**src/rtl/gpio_irq_ctrl.sv**
```systemverilog
// APB4 master that configures an apb4_gpio and turns its interrupts into queued {status, pins} events.
// Optional feature macro: GPIO_IRQ_CTRL_TSTAMP_EN adds a per-event cycle timestamp (evt_tstamp_o).

// Generic synchronous FIFO; first word is presented combinationally on out_dat.
// Latency: one cycle from push to out_vld.
// Backpressure: in_rdy low when full; out_dat held until out_vld && out_rdy.
module gpio_irq_fifo #(
    parameter int W     = 8,
    parameter int DEPTH = 4
) (
    input  logic         clk,
    input  logic         rst,
    input  logic         in_vld,
    output logic         in_rdy,
    input  logic [W-1:0] in_dat,
    output logic         out_vld,
    input  logic         out_rdy,
    output logic [W-1:0] out_dat
);
    localparam int AW = $clog2(DEPTH);

    logic [W-1:0] mem [DEPTH];
    logic [AW:0]  wr_ptr;
    logic [AW:0]  rd_ptr;

    // Extra pointer bit separates full from empty when the index bits match.
    assign in_rdy  = !((wr_ptr[AW] != rd_ptr[AW]) && (wr_ptr[AW-1:0] == rd_ptr[AW-1:0]));
    assign out_vld = (wr_ptr != rd_ptr);
    assign out_dat = out_vld ? mem[rd_ptr[AW-1:0]] : '0;

    always_ff @(posedge clk or posedge rst) begin
        if (rst) begin
            wr_ptr <= '0;
            rd_ptr <= '0;
        end else begin
            if (in_vld && in_rdy)   wr_ptr <= wr_ptr + 1'b1;
            if (out_vld && out_rdy) rd_ptr <= rd_ptr + 1'b1;
        end
    end

    always_ff @(posedge clk) begin
        if (in_vld && in_rdy) mem[wr_ptr[AW-1:0]] <= in_dat;
    end
endmodule

// GPIO interrupt sequencer: init writes, then INTSTATUS/PADIN reads per irq into an event FIFO.
// Latency: irq seen in IDLE -> event valid 5 cycles later with zero wait states.
// Backpressure: a full FIFO holds the FSM in IDLE; the GPIO keeps irq asserted meanwhile.
module gpio_irq_ctrl #(
    parameter int          GPIO_NUM   = 32,
    parameter int          FIFO_DEPTH = 4,
    parameter logic [31:0] BASE_ADDR  = 32'h0,
    parameter logic [31:0] INIT_DIR   = '0,
    parameter logic [31:0] INIT_INTEN = '0,
    parameter logic [31:0] INIT_TYPE0 = '0,
    parameter logic [31:0] INIT_TYPE1 = '0
) (
    input  logic                pclk_i,
    input  logic                preset_i,
    input  logic                irq_i,
    output logic                psel_o,
    output logic                penable_o,
    output logic                pwrite_o,
    output logic [31:0]         paddr_o,
    output logic [31:0]         pwdata_o,
    input  logic [31:0]         prdata_i,
    input  logic                pready_i,
    input  logic                pslverr_i,
    output logic                evt_valid_o,
    input  logic                evt_ready_i,
    output logic [GPIO_NUM-1:0] evt_status_o,
    output logic [GPIO_NUM-1:0] evt_pins_o,
`ifdef GPIO_IRQ_CTRL_TSTAMP_EN
    output logic [31:0]         evt_tstamp_o,
`endif
    output logic                init_done_o,
    output logic                busy_o,
    output logic                err_o,
    input  logic                err_clr_i
);
    typedef enum logic [2:0] {
        INIT_W0, INIT_W1, INIT_W2, INIT_W3, IDLE, RD_STAT, RD_PIN
    } state_t;

    localparam logic [31:0] PIN_MASK = 32'hFFFF_FFFF >> (32 - GPIO_NUM);
`ifdef GPIO_IRQ_CTRL_TSTAMP_EN
    localparam int FW = 2 * GPIO_NUM + 32;
`else
    localparam int FW = 2 * GPIO_NUM;
`endif

    state_t              state, state_nxt;
    logic                psel, psel_nxt;
    logic                penable, penable_nxt;
    logic                init_done;
    logic                err;
    logic [GPIO_NUM-1:0] stat_q;
    logic                stat_cap, push, err_set, done_set;
    logic [31:0]         offset, wdat;
    logic                wr;
    logic                fifo_rdy;
    logic [GPIO_NUM-1:0] pins_rd;
    logic [FW-1:0]       push_dat, fifo_dat;

    // psel low outside INIT_W0 means IDLE; INIT_W0 with psel low only exists right after reset.
    always_comb begin
        state_nxt   = state;
        psel_nxt    = psel;
        penable_nxt = penable;
        stat_cap    = 1'b0;
        push        = 1'b0;
        err_set     = 1'b0;
        done_set    = 1'b0;
        if (!psel) begin
            if (state == IDLE) begin
                if (irq_i && fifo_rdy) begin
                    state_nxt = RD_STAT;
                    psel_nxt  = 1'b1;
                end
            end else begin
                psel_nxt = 1'b1;
            end
        end else if (!penable) begin
            penable_nxt = 1'b1;
        end else if (pready_i) begin
            penable_nxt = 1'b0;
            case (state)
                INIT_W0: state_nxt = INIT_W1;
                INIT_W1: state_nxt = INIT_W2;
                INIT_W2: state_nxt = INIT_W3;
                INIT_W3: begin
                    state_nxt = IDLE;
                    psel_nxt  = 1'b0;
                    done_set  = 1'b1;
                end
                RD_STAT: begin
                    if (pslverr_i) begin
                        err_set   = 1'b1;
                        state_nxt = IDLE;
                        psel_nxt  = 1'b0;
                    end else if (prdata_i[GPIO_NUM-1:0] == '0) begin
                        state_nxt = IDLE;
                        psel_nxt  = 1'b0;
                    end else begin
                        stat_cap  = 1'b1;
                        state_nxt = RD_PIN;
                    end
                end
                RD_PIN: begin
                    push      = 1'b1;
                    err_set   = pslverr_i;
                    state_nxt = IDLE;
                    psel_nxt  = 1'b0;
                end
                default: begin
                    state_nxt = IDLE;
                    psel_nxt  = 1'b0;
                end
            endcase
        end
    end

    always_ff @(posedge pclk_i or posedge preset_i) begin
        if (preset_i) begin
            state   <= INIT_W0;
            psel    <= 1'b0;
            penable <= 1'b0;
        end else begin
            state   <= state_nxt;
            psel    <= psel_nxt;
            penable <= penable_nxt;
        end
    end

    always_comb begin
        offset = 32'h0;
        wdat   = 32'h0;
        wr     = 1'b0;
        case (state)
            INIT_W0: begin offset = 32'h00; wdat = INIT_DIR;   wr = 1'b1; end
            INIT_W1: begin offset = 32'h10; wdat = INIT_TYPE0; wr = 1'b1; end
            INIT_W2: begin offset = 32'h14; wdat = INIT_TYPE1; wr = 1'b1; end
            INIT_W3: begin offset = 32'h0C; wdat = INIT_INTEN; wr = 1'b1; end
            RD_STAT: offset = 32'h18;
            RD_PIN:  offset = 32'h04;
            default: offset = 32'h0;
        endcase
    end

    // Address/data derive from the held state, so they are stable across SETUP and ACCESS.
    assign psel_o    = psel;
    assign penable_o = penable;
    assign pwrite_o  = psel & wr;
    assign paddr_o   = psel ? (BASE_ADDR + offset) : 32'h0;
    assign pwdata_o  = psel ? (wdat & PIN_MASK) : 32'h0;
    assign busy_o    = psel;

    always_ff @(posedge pclk_i or posedge preset_i) begin
        if (preset_i) begin
            init_done <= 1'b0;
            err       <= 1'b0;
            stat_q    <= '0;
        end else begin
            if (done_set) init_done <= 1'b1;
            if (err_set)        err <= 1'b1;
            else if (err_clr_i) err <= 1'b0;
            if (stat_cap) stat_q <= prdata_i[GPIO_NUM-1:0];
        end
    end

    assign init_done_o = init_done;
    assign err_o       = err;
    assign pins_rd     = pslverr_i ? '0 : prdata_i[GPIO_NUM-1:0];

`ifdef GPIO_IRQ_CTRL_TSTAMP_EN
    logic [31:0] tstamp_cnt, tstamp_q;

    always_ff @(posedge pclk_i or posedge preset_i) begin
        if (preset_i) begin
            tstamp_cnt <= 32'h0;
            tstamp_q   <= 32'h0;
        end else begin
            tstamp_cnt <= tstamp_cnt + 32'h1;
            if (state == IDLE && !psel && irq_i && fifo_rdy) tstamp_q <= tstamp_cnt;
        end
    end

    assign push_dat     = {tstamp_q, stat_q, pins_rd};
    assign evt_tstamp_o = fifo_dat[FW-1:2*GPIO_NUM];
`else
    assign push_dat = {stat_q, pins_rd};
`endif

    gpio_irq_fifo #(
        .W     (FW),
        .DEPTH (FIFO_DEPTH)
    ) u_evt_fifo (
        .clk     (pclk_i),
        .rst     (preset_i),
        .in_vld  (push),
        .in_rdy  (fifo_rdy),
        .in_dat  (push_dat),
        .out_vld (evt_valid_o),
        .out_rdy (evt_ready_i),
        .out_dat (fifo_dat)
    );

    assign evt_status_o = fifo_dat[2*GPIO_NUM-1:GPIO_NUM];
    assign evt_pins_o   = fifo_dat[GPIO_NUM-1:0];
endmodule

```
**config.mk**
```make
export PLATFORM = sky130hd
export DESIGN_NAME = gpio_irq_ctrl
export DESIGN_NICKNAME = d
export VERILOG_FILES = /design/src/rtl/gpio_irq_ctrl.sv
export SDC_FILE = /design/constraint.sdc
export NUM_CORES = 1
export LEC_CHECK = 0
export ABC_AREA = 0
export ABC_CLOCK_PERIOD_IN_PS = 3500
export BUFFER_PORTS_ARGS = -buffer_cell sky130_fd_sc_hd__clkbuf_2
export CORE_ASPECT_RATIO = 0.9
export CORE_MARGIN = 4
export CORE_UTILIZATION = 30
export DETAILED_ROUTE_END_ITERATION = 6
export GPL_TIMING_DRIVEN = 0
export PLACE_DENSITY_LB_ADDON = 0.25
export SYNTH_ARGS = -nofsm -noshare
export SYNTH_HDL_FRONTEND = slang
export SYNTH_SLANG_ARGS = --single-unit
```
**constraint.sdc**
```tcl
create_clock -name pclk_i -period 3.5 [get_ports pclk_i]
set_input_delay 0.175 -clock pclk_i [delete_from_list [all_inputs] [get_ports pclk_i]]
set_output_delay 0.175 -clock pclk_i [all_outputs]
set_load 0.02 [all_outputs]
```
==> impl_results.md <==
- Post-Synthesis Cells: 660
- Total clock sinks: 301
- DR vias: 6360
- Max Freq: 309 MHz
- Number of synthesized flops with an enable pin: 256
- Setup Skew: 0.0206 ns
- Element type at the critical path start: flop
- Post-route ant nets: 0
- RR Startpoint: busy_o
- Synthesized area per cell: 18.9 um2
- Worst R2R End: u_evt_fifo.mem[3][34]
- Fillers: 3824
- FFs w/ async S/R, synth: 15.0%
- Die width: 223 um
- Drt wl/cell: 19.4 um
- Setup CP Type: reg2out
- Max VDD drop: 0.000374 V
- Core ar.: 40800 um2
- CTS buffer count: 31
- Worst Path Required: 3.32 ns
- Max Cap Viol: 0
- Vias/cell: 4.32
- Area of the multi-input gates: 3240 um2
- # Post-CTS Setup Buffers: 0
- Largest area contributor in the netlist: edfxtp_1
- Least-Margin Pin Slew: 0.835 ns
- Hold-fix buffers, CTS: 36
- Global-route wire length before repair: 43.1 mm
- Endpoints failing setup: 0
- Final hold vios: 0
- Sequential area share after synthesis: 70.7%
- Largest net degree at the start of global routing: 48
- Minimum clock period after layout: 3.24 ns
- Final #Nets: 950
- Psw: 4350 uW
- Synth Cell Area: 12500 um2
- Cell variety after synth: 37
- Unrepaired setup endpoints after global routing: false
- Post-Route WL: 28.5 mm
- Area share of the largest cell type after synthesis: 61.7%
- Part of the power in registers: 37.6%
- Max-slew headroom: 44.3%
- Final Worst Setup Slack: 0.262 ns
- Status: completed
- Detailed Place HPWL: 18.8 mm
- R2R depth: 5
- Initial antenna violation count: 0
- Latest clock arrival within the worst-skew pair: 0.56 ns
- H-tree Lvls: 1
- PortBufs: 112
- Die height: 201 um
- Area occupied by registers: 8810 um2
- Power Internal: 8400 uW
- CTS tree: yes
- Clock-pin slew on the worst setup and hold paths: 0.06 ns
- PwrDens: 825 nW/um2
- Total gr overflow: 0
- Placed cells: 1377
- Final Cycle Share: 92.5%
- Non-filler cells in the finished layout: 1471
- Ys flop type: edfxtp_1
- GRT Resource Usage Total: 12.5%
- Gpl congestion: 0.703
- R2R Setup Slk: 0.93 ns
- Initial core utilization: 30.5%
- Leading cell types by count after synthesis: 256 x edfxtp_1, 68 x and2_1, 64 x mux4_2
- YS warnings: 0
- Dpl ws: 0.693 ns
- Synth area leaders: edfxtp_1 62%, mux4_2 12%, dfrtp_1 9.0%
- Vias in the first global route: 6706
- Area delta synth->final: 24.1%
- I/O pin cnt: 174
- Core Util, Final: 37.9%
- Clk pwr share: 25.9%
- Switching share of power: 34.1%
- Ant diodes: 0
- Leakage: 0.00580 uW
- Crit path arrival time: 3.06 ns
- Pins Over Slew Limit: 0
- Logic pwr share: 36.6%
- TritonRoute pass-1 iters: 4
- Row Count: 70
- Post-CTS Resized: 0
- Drt drc: 0
- Post-synthesis register bit count: 301
- Layout cells sized above 1: 37.5%
- Most frequent cell after synthesis: edfxtp_1
- Critical Path Sink Type: output port
- Initial drt markers: 274
- Worst Hold Class: in2async
- Clk buf depth: 3
- Clk root buf: clkbuf_16
- Die ar.: 44900 um2
- CP max FO: 10
[worst max path at each step]
stage                                    start               endpoint  slack (ns)  cells past startpoint
after floorplan                         busy_o   u_evt_fifo.mem[3][0]        0.29                      4
after global placement                  busy_o  u_evt_fifo.mem[3][58]       -1.21                      4
after detailed placement  u_evt_fifo.wr_ptr[2]       evt_status_o[29]        0.69                      6
after CTS                 u_evt_fifo.wr_ptr[2]       evt_status_o[29]        0.14                      6
after global routing      u_evt_fifo.wr_ptr[2]       evt_status_o[29]        0.02                      6
final                     u_evt_fifo.wr_ptr[2]       evt_status_o[29]        0.26                      6
[per-layer routing]
layer	part of all wire (%)	GRT usage [%]	routed length [um]	vias to the layer above
li1	-	-	-	2908
met1	47	17.7	13300	3253
met2	47	20.0	13400	153
met3	4.5	2.36	1280	46
met4	2.0	2.99	584	0
met5	0	0	0	-
[final cells by class]
class                      instances  share of cell area (%)
multi-input combinational        321                    21.0
inverter                           5                   0.121
tap                              540                    4.37
clock buffer                      43                    5.70
clock inverter                    15                    1.01
sequential                       301                    57.0
buffer                            93                    4.02
timing repair buffer             153                    6.80
[logic make-up after synthesis]
family | share of synthesized area, %
DFF | 70.7
and+or+nand+nor | 6.58
muxes | 15.5
buffers and inverters | 5.14
AOI/OAI and AO/OA | 0.904
xor gates and xnor gates | 0.632
adders and majority gates | 0.502
other | 0.0301
[cell usage in the layout (no fill, tap or decap), drive strengths merged, types with 2 or more instances in the layout]
| master | netlist | final |
|---|---|---|
| and2 | 68 | 68 |
| and3 | 3 | 3 |
| buf | 78 | 83 |
| bufinv | 0 | 3 |
| clkbuf | 15 | 170 |
| clkinv | 0 | 10 |
| conb | 1 | 61 |
| dfrtp | 45 | 45 |
| dlygate4sd3 | 0 | 36 |
| edfxtp | 256 | 256 |
| ha | 5 | 5 |
| inv | 5 | 6 |
| mux2 | 33 | 33 |
| mux4 | 64 | 64 |
| nand2 | 7 | 7 |
| nand3 | 3 | 3 |
| nand3b | 2 | 2 |
| nand4 | 3 | 3 |
| nor2 | 5 | 5 |
| nor2b | 34 | 34 |
| nor4 | 8 | 8 |
| o211ai | 2 | 2 |
| o21ai | 3 | 3 |
| o22a | 2 | 2 |
| xnor2 | 5 | 5 |
| xor2 | 4 | 4 |
[power groups by stage]
stage / Combinational, uW / Clock, uW / Sequential (uW)
after floorplan: 3210 / 0 / 4760
after global placement: 4730 / 0 / 4860
after detailed placement: 4770 / 0 / 4870
after global routing: 5070 / 3550 / 4850
final: 4660 / 3300 / 4790
after CTS: 4810 / 3400 / 4800
[through the flow]
| step | area [um2] | hold slack, ns | total power (uW) | setup TNS [ns] |
|---|---|---|---|---|
| floorplan | 12700 | 0.282 | 7970 | 0 |
| global placement | 13900 | 0.374 | 9590 | -299.39 |
| detailed placement | 14100 | 0.145 | 9640 | 0 |
| CTS | 15500 | 0.0753 | 13000 | 0 |
| global route | 15500 | 0.113 | 13500 | 0 |
| finish | 15500 | 0.113 | 12800 | 0 |
[worst max-delay path: stages, from the launching register on]
cell and delay (ns):
dfrtp_1 0.40, xor2_1 0.26, nand3b_1 0.28, clkbuf_1 0.67, clkbuf_1 0.43, and2_1 0.27
clkbuf_2 0.20
[state kept, by name, summed over array words and instances, names as in the netlist]
name	cells
busy_o	1
err_o	1
init_done_o	1
penable_o	1
stat_q	32
state	3
u_evt_fifo.mem	256
u_evt_fifo.rd_ptr	3
u_evt_fifo.wr_ptr	3
Power figures use the tool's default switching activity.
